===== src/rtl/serial_mmio_port.sv =====
// serial_mmio_port: CPU-facing serial peripheral.
// Bus writes to DATA queue bytes in a TX FIFO. A small FSM hands them to the
// UART transmitter over a send/ready handshake. A second FSM accepts bytes from
// the UART receiver over a ready/ack handshake into an RX FIFO, which the CPU
// drains by reading DATA. STATUS shows FIFO levels, idle state and a sticky
// overrun flag.
module serial_mmio_port #(
   parameter int DEPTH = 8,
   parameter int AW    = 3
) (
   input  logic        clk,
   input  logic        sync_rstn,
   input  logic        bus_addr,
   input  logic        bus_wr,
   input  logic        bus_rd,
   input  logic [31:0] bus_wdata,
   output logic [31:0] bus_rdata,
   output logic [7:0]  serial_tx_data,
   output logic        serial_tx_send,
   input  logic        serial_tx_ready,
   input  logic [7:0]  serial_rx_data,
   input  logic        serial_rx_ready,
   output logic        serial_rx_ack
);

   localparam logic [AW:0] FULL_CNT = (AW+1)'(DEPTH);
   localparam logic [AW:0] ZERO_CNT = (AW+1)'(0);

   typedef enum logic [1:0] {
      TX_IDLE      = 2'd0,
      TX_SEND      = 2'd1,
      TX_WAIT_BUSY = 2'd2,
      TX_WAIT_DONE = 2'd3
   } tx_state_e;

   typedef enum logic [1:0] {
      RX_IDLE     = 2'd0,
      RX_ACK      = 2'd1,
      RX_WAIT_LOW = 2'd2
   } rx_state_e;

   // FIFO storage and bookkeeping
   logic [7:0]    tx_mem_q [DEPTH];
   logic [AW-1:0] tx_wptr_q, tx_rptr_q;
   logic [AW:0]   tx_cnt_q, tx_cnt_d;
   logic [7:0]    rx_mem_q [DEPTH];
   logic [AW-1:0] rx_wptr_q, rx_rptr_q;
   logic [AW:0]   rx_cnt_q, rx_cnt_d;

   // FSM state and registered outputs
   tx_state_e     tx_state_q;
   logic [7:0]    tx_data_q;
   logic          tx_send_q;
   rx_state_e     rx_state_q;
   logic          rx_ack_q;
   logic          ovr_q, ovr_d;
   logic [31:0]   rdata_q, rdata_d;

   // Per-cycle control decisions
   logic          tx_empty_s, tx_full_s, tx_pop_s, tx_push_s, tx_idle_s;
   logic          rx_empty_s, rx_full_s, rx_pop_s, rx_push_s, rx_space_s;
   logic          ovr_set_s, ovr_clr_s;
   logic [31:0]   status_s;
   logic          unused_wdata_s;

   assign unused_wdata_s = ^{bus_wdata[31:8], bus_wdata[7:4], bus_wdata[2:0]};

   // FIFO push/pop qualification, overrun detection and next counts
   always_comb begin
      tx_empty_s = (tx_cnt_q == ZERO_CNT);
      tx_full_s  = (tx_cnt_q == FULL_CNT);
      tx_idle_s  = tx_empty_s && (tx_state_q == TX_IDLE);
      // The transmitter FSM is the only consumer of the TX FIFO
      tx_pop_s   = (tx_state_q == TX_IDLE) && !tx_empty_s && serial_tx_ready;
      // A full FIFO still accepts a byte when the head leaves in the same cycle
      tx_push_s  = bus_wr && !bus_addr && (!tx_full_s || tx_pop_s);

      rx_empty_s = (rx_cnt_q == ZERO_CNT);
      rx_full_s  = (rx_cnt_q == FULL_CNT);
      rx_pop_s   = bus_rd && !bus_addr && !rx_empty_s;
      rx_space_s = !rx_full_s || rx_pop_s;
      rx_push_s  = (rx_state_q == RX_IDLE) && serial_rx_ready && rx_space_s;
      ovr_set_s  = (rx_state_q == RX_IDLE) && serial_rx_ready && !rx_space_s;
      ovr_clr_s  = bus_wr && bus_addr && bus_wdata[3];

      tx_cnt_d = tx_cnt_q + (AW+1)'(tx_push_s) - (AW+1)'(tx_pop_s);
      rx_cnt_d = rx_cnt_q + (AW+1)'(rx_push_s) - (AW+1)'(rx_pop_s);

      // Setting wins over clearing so a byte refused in the clear cycle is not lost silently
      if (ovr_set_s) begin
         ovr_d = 1'b1;
      end else if (ovr_clr_s) begin
         ovr_d = 1'b0;
      end else begin
         ovr_d = ovr_q;
      end
   end

   // STATUS register image and the bus read-data next value
   always_comb begin
      status_s               = 32'h0000_0000;
      status_s[0]            = !rx_empty_s;
      status_s[1]            = tx_full_s;
      status_s[2]            = tx_idle_s;
      status_s[3]            = ovr_q;
      status_s[8+AW:8]       = rx_cnt_q;
      status_s[16+AW:16]     = tx_cnt_q;

      rdata_d = rdata_q;
      if (bus_rd) begin
         if (bus_addr) begin
            rdata_d = status_s;
         end else if (rx_empty_s) begin
            rdata_d = 32'h0000_0000;
         end else begin
            rdata_d = {24'h00_0000, rx_mem_q[rx_rptr_q]};
         end
      end else begin
         rdata_d = rdata_q;
      end
   end

   // TX FIFO storage, pointers and count
   always_ff @(posedge clk or negedge sync_rstn) begin
      if (!sync_rstn) begin
         for (int i = 0; i < DEPTH; i++) begin
            tx_mem_q[i] <= 8'h00;
         end
         tx_wptr_q <= AW'(0);
         tx_rptr_q <= AW'(0);
         tx_cnt_q  <= ZERO_CNT;
      end else begin
         if (tx_push_s) begin
            tx_mem_q[tx_wptr_q] <= bus_wdata[7:0];
            tx_wptr_q           <= tx_wptr_q + AW'(1);
         end
         if (tx_pop_s) begin
            tx_rptr_q <= tx_rptr_q + AW'(1);
         end
         tx_cnt_q <= tx_cnt_d;
      end
   end

   // RX FIFO storage, pointers and count
   always_ff @(posedge clk or negedge sync_rstn) begin
      if (!sync_rstn) begin
         for (int i = 0; i < DEPTH; i++) begin
            rx_mem_q[i] <= 8'h00;
         end
         rx_wptr_q <= AW'(0);
         rx_rptr_q <= AW'(0);
         rx_cnt_q  <= ZERO_CNT;
      end else begin
         if (rx_push_s) begin
            rx_mem_q[rx_wptr_q] <= serial_rx_data;
            rx_wptr_q           <= rx_wptr_q + AW'(1);
         end
         if (rx_pop_s) begin
            rx_rptr_q <= rx_rptr_q + AW'(1);
         end
         rx_cnt_q <= rx_cnt_d;
      end
   end

   // Transmit handshake: pop a byte, pulse send, then follow ready low and back high
   always_ff @(posedge clk or negedge sync_rstn) begin
      if (!sync_rstn) begin
         tx_state_q <= TX_IDLE;
         tx_data_q  <= 8'h00;
         tx_send_q  <= 1'b0;
      end else begin
         tx_send_q <= 1'b0;
         case (tx_state_q)
            TX_IDLE: begin
               if (tx_pop_s) begin
                  tx_state_q <= TX_SEND;
                  tx_data_q  <= tx_mem_q[tx_rptr_q];
                  tx_send_q  <= 1'b1;
               end
            end
            TX_SEND: begin
               tx_state_q <= TX_WAIT_BUSY;
            end
            TX_WAIT_BUSY: begin
               if (!serial_tx_ready) begin
                  tx_state_q <= TX_WAIT_DONE;
               end
            end
            TX_WAIT_DONE: begin
               if (serial_tx_ready) begin
                  tx_state_q <= TX_IDLE;
               end
            end
            default: begin
               tx_state_q <= TX_IDLE;
            end
         endcase
      end
   end

   // Receive handshake: accept a byte when there is room, pulse ack, wait for ready to drop
   always_ff @(posedge clk or negedge sync_rstn) begin
      if (!sync_rstn) begin
         rx_state_q <= RX_IDLE;
         rx_ack_q   <= 1'b0;
      end else begin
         rx_ack_q <= 1'b0;
         case (rx_state_q)
            RX_IDLE: begin
               if (rx_push_s) begin
                  rx_state_q <= RX_ACK;
                  rx_ack_q   <= 1'b1;
               end
            end
            RX_ACK: begin
               rx_state_q <= RX_WAIT_LOW;
            end
            RX_WAIT_LOW: begin
               if (!serial_rx_ready) begin
                  rx_state_q <= RX_IDLE;
               end
            end
            default: begin
               rx_state_q <= RX_IDLE;
            end
         endcase
      end
   end

   // Bus read data and sticky overrun flag
   always_ff @(posedge clk or negedge sync_rstn) begin
      if (!sync_rstn) begin
         rdata_q <= 32'h0000_0000;
         ovr_q   <= 1'b0;
      end else begin
         rdata_q <= rdata_d;
         ovr_q   <= ovr_d;
      end
   end

   assign bus_rdata      = rdata_q;
   assign serial_tx_data = tx_data_q;
   assign serial_tx_send = tx_send_q;
   assign serial_rx_ack  = rx_ack_q;

endmodule


===== config.mk =====
export PLATFORM = sky130hd
export DESIGN_NAME = serial_mmio_port
export DESIGN_NICKNAME = d
export VERILOG_FILES = /design/src/rtl/serial_mmio_port.sv
export SDC_FILE = /design/constraint.sdc
export NUM_CORES = 1
export LEC_CHECK = 0
export ABC_AREA = 1
export ABC_CLOCK_PERIOD_IN_PS = 2400
export BUFFER_PORTS_ARGS = -buffer_cell sky130_fd_sc_hd__buf_2
export CORE_UTILIZATION = 53
export DETAILED_ROUTE_END_ITERATION = 10
export PLACE_DENSITY = 0.73
export SYNTH_ARGS = -nofsm -noshare
export SYNTH_HDL_FRONTEND = slang
export SYNTH_SLANG_ARGS = --single-unit

===== constraint.sdc =====
create_clock -name clk -period 2.4 [get_ports clk]
set_input_delay 0.24 -clock clk [delete_from_list [all_inputs] [get_ports clk]]
set_output_delay 0.24 -clock clk [all_outputs]
set_load 0.02 [all_outputs]

After elaboration in Yosys (flattened, before gate mapping). Index checks and enable logic that the tools add are counted.

Multiply operators: 0. Reduce and logical (&&, ||, !) cells: 30. Magnitude comparators: 6. Bitwise operators: 4. Muxes and demuxes: 27. $add $sub $neg: 8. Equality and inequality tests: 12. Shifts and indexed selects: 0. Divide/modulo/power cells: 0.

Operators by type and width (number): $bwmux W64 (2); $mux W8 (7); $bmux W8 S3 (2); $demux W8 S3 (2); $mux W32 (1); $ge A4 B4 Y1 const B (4); $not A3 Y4 (4); $logic_and A1 B1 Y1 (14); $add A3 B1 Y3 const B (4); $mux W2 (5); $ne A2 B2 Y1 const B (5); $add A4 B1 Y4 (2); $eq A4 B4 Y1 const B (2); $logic_not A4 Y1 (2); $lt A4 B1 Y1 const B (2); $pmux W2 S4 (1); $sub A4 B1 Y4 (2); $eq A2 B2 Y1 const B (3); $logic_not A1 Y1 (6); $mux W1 (6); $pmux W2 S3 (1); $eq A2 B1 Y1 const B (2); $logic_not A2 Y1 (2); $reduce_and A2 Y1 (2); 3 further kinds (4).

Bits in registers: 195. RAM bits: 0. Memory bits (read-only): 0. Latch bits: 0. Bits of input ports: 47. Memories: 0.

Depth between registers and ports, before layout.
Depth in word-level cells: 8. Gate-level depth with buffers: 12. Mapped depth without buffers: 12.

Worst setup path before layout. Ideal clock, no wire load.

Path type: register to register. From: register rx_cnt_q[2]. To: register rx_cnt_q[2]. Setup time: 0.123 ns. Stages on the path, launching flop included: 12. Data arrival time: 2.055 ns. Buffers on the path: 0. Setup slack: 0.222 ns. Period minus slack after synthesis: 2.178 ns. Cell sequence: dfrtp_1 > inv_1 > ha_1 > nor3b_4 > nand2_8 > nand2_2 > ha_1 > inv_1 > ha_1 > inv_1 > fa_1 > xnor2_1.

Word-level cells in the longest chain between the ends: 7. Elaborated cells between the ends (all ways): 9. Classes of those cells: add/sub (2); eq/ne (1); reduce/logical (6).

RTL lines: start, declared (line 48) `logic [AW:0] rx_cnt_q, rx_cnt_d;`; start signal, assigned (line 161) `rx_cnt_q <= rx_cnt_d;`; $logic_not A4 Y1 (line 78) `rx_empty_s = (rx_cnt_q == ZERO_CNT);`; $logic_not A1 Y1 (line 80) `rx_pop_s = bus_rd && !bus_addr && !rx_empty_s;`; $logic_and A1 B1 Y1 (line 80); $logic_or A1 B1 Y1 (line 81) `rx_space_s = !rx_full_s || rx_pop_s;`; $logic_and A1 B1 Y1 (line 82) `rx_push_s = (rx_state_q == RX_IDLE) && serial_rx_ready && rx_space_s;`; $add A4 B1 Y4 (line 87) `rx_cnt_d = rx_cnt_q + (AW+1)'(rx_push_s) - (AW+1)'(rx_pop_s);`; $sub A4 B1 Y4 * (line 87); net rx_cnt_d[2] (line 48).

Mark *: on every way through the listed nets, which the timed path passes. The rest lies on a longest branch. A chain may end at the register's enable or synchronous reset.

Worst setup path after layout.
From: register rx_cnt_q[2]. To: register rx_cnt_q[1].

Same word-level chain as after synthesis.

==> flow_summary.ini <==
[critical_path]
endpoint_kind = register
startpoint_type = register
cp_data_arrival_time_ns = 2.54
critPathKind = register to register
worstPathRequired_ns = 2.73
crit_fanout = 4

[cts]
cts_max_path_buffers = 2
clk_latency_ns = 0.44
cts_root_buf = clkbuf_16
cts_buffers = 17
cts.sinks = 179
htree_levels = 4
cts_tree = done
post-cts-setup-buffers = 0
cts.clk_slew.worst_paths_ns = 0.07

[floorplanning]
die_x_um = 133.9
design.core.area_sq_um = 16760
start_util_pct = 54.98
fp-row-count = 47
ios = 89
die-height_um = 133.9
dieArea_sq_um = 17920

[sta]
tns_ns = 0
relSlewSlack_pct = 60.14
hold_violations = 0
tightest_slew_ns = 0.5970
period_minus_slack_ns = 2.204
rsz0062_at_grt = false
max_clock_freq_mhz = 453.7
finalClockSkew_ns = 0.009167
slew_viol_final = 0
setup_viol = 0
fin_crit_sh_pct = 91.83

[global_route]
antenna_found_initial = 0
overflow = 0
grt_pass1_vias = 7177
grt_util_all_layers_pct = 26.40
grt_pass1_wl_um = 37610
grt_max_degree = 76

[cells_and_area]
regArea_sq_um = 4479
drive_gt1_share_pct = 13.10
final_nets = 1223
final_cells = 1388
syn_to_final_growth_pct = 9.885
fillers = 1486
finish.instance_area_sq_um = 10130
multi_input_area_sq_um = 4126
num_antenna_cells = 0

[drt]
drtIter0Drc = 724
drc = 0
routed_wl_um = 22290
vias = 7779
post_drt_wl_per_cell_um = 16.06
viasPerCell = 5.604
first_pass_iters = 5
ant_nets = 0

[logic_synthesis]
netlist_instances = 1137
synth_area_sq_um = 9215
synth_common_cells = nand2_1, dfrtp_1, nand4_1
yosys.area.top_type_share_pct = 48.61
synth_seq_area_share_pct = 48.61
ys.warnings.count = 0
yosys.area.top_type = dfrtp_1
synth.most_common_cell = nand2_1
synth-edff-count = 0
async_reset_ff_share_pct = 100.0
synth.distinct_cells = 30
syn_avg_cell_area_sq_um = 8.105
ys_ff_latch = 179
synth.area.top_cells = dfrtp_1, nand2_1, nand4_1
synth-main-ff-cell = dfrtp_1

[power_and_ir_drop]
power_density_nw_per_um2 = 1329
peakVddDrop_uv = 661.6
p_leak_uw = 0.005221
p_total_uw = 13460

[place]
io_buffers = 48
placed_area_sq_um = 9548
dp_hpwl_um = 14120
globalplace.congestion = 0.8149
dp.cells = 1355

[status]
status = finished, final reports clean

[worst_hold_path]
hp-class = input pin to register

[job]
max-cap-violations = 0
-- layout by cell type (no fill, tap or decap), types with 2 or more instances in the layout --
master and instances:
clkbuf_16 17, nor2_4 11, a21oi_1 4, xor2_1 4, buf_4 20, buf_12 6, nand2_2 5, clkinv_2 7
dfrtp_1 179, clkinv_4 4, nor2_2 7, nor2_1 95, inv_2 12, buf_2 47, clkinv_1 6, xnor2_1 6
conb_1 16, o21ai_1 7, nand4_1 128, fa_1 2, inv_1 22, nand2_1 401, bufinv_16 2, nand3_1 69
o21ai_0 53, nand3_2 10, ha_1 19
-- power by group --
group	internal [uW]	leakage, uW	switching, uW
combinational	1870	0.00264	3620
sequential	4350	0.00229	875
clock	1530	0.000287	1210
total	7750	0.00522	5710
-- final timing paths --
check | start | end | slack [ns] | cells after the start
max in group asynchronous | sync_rstn | rx_mem_q[60] | 1.33 | 3
min reg2reg | tx_mem_q[5] | tx_mem_q[5] | 0.47 | 2
max reg2reg | rx_cnt_q[2] | rx_cnt_q[1] | 0.20 | 11
min | bus_addr | bus_rdata[8] | 0.12 | 3
max | rx_cnt_q[2] | rx_cnt_q[1] | 0.20 | 11
min in group asynchronous | sync_rstn | bus_rdata[9] | 0.33 | 2
-- kinds of logic after synthesis --
family	Yosys count	share of synthesized area, %
AO/OA/AOI/OAI	64	3.476
XOR/XNOR	10	0.9504
adder cells (fa/ha/maj)	21	3.014
buffers and inverters	131	7.386
flip-flops	179	48.61
multiplexers	1	0.1086
other	1	0.04069
AND/OR/NAND/NOR	730	36.42
-- cell type report --
| cell class | instances | area share (%) |
|---|---|---|
| Timing Repair Buffer | 75 | 5.202 |
| Clock inverter | 14 | 1.372 |
| Clock buffer | 18 | 4.238 |
| Tap cell | 220 | 2.718 |
| Multi-Input combinational cell | 842 | 40.75 |
| Inverter | 40 | 1.483 |
| Sequential cell | 179 | 44.24 |
-- flip-flops by register name (all words and copies together), names as in the netlist --
name            cells
rx_mem_q           64
bus_rdata          16
serial_rx_ack       1
rx_rptr_q           3
rx_wptr_q           3
tx_mem_q           64
tx_wptr_q           3
rx_state_q          2
serial_tx_data      8
ovr_q               1
tx_state_q          2
serial_tx_send      1
tx_cnt_q            4
tx_rptr_q           3
rx_cnt_q            4
-- through the flow --
step           utilization (%)  worst slack [ns]  hold WS [ns]
2_1_floorplan                -            0.2222      -0.05559
3_3_place_gp             56.97            0.2315        0.2471
3_5_place_dp             56.97            0.1905        0.2446
4_1_cts                  60.42            0.1761        0.1127
5_1_grt                  60.42           0.06869        0.1369
6_report                 60.42            0.1961        0.1248
-- worst max-delay path: stages, from the launching register on --
cell and delay (ns):
dfrtp_1 0.36, inv_1 0.12, ha_1 0.16, nor3b_4 0.32
nand2_8 0.08, nand2_2 0.07, ha_1 0.22, inv_1 0.05
ha_1 0.15, inv_1 0.06, fa_1 0.48, inv_1 0.04
-- per-layer routing --
layer  share of wire [%]  global-route usage (%)
met1                  49                   41.05
met4                 1.1                   6.692
met5                   0                       0
met3                 6.0                   4.195
met2                  44                   38.14
-- timing repair --
| item | 4_1_cts | 5_1_grt |
|---|---|---|
| hold endpoints to repair | 55 | 0 |
| resized for setup | 0 | 0 |
| hold buffers | 1 | 0 |
No activity file was read; power rests on OpenSTA's default activity.
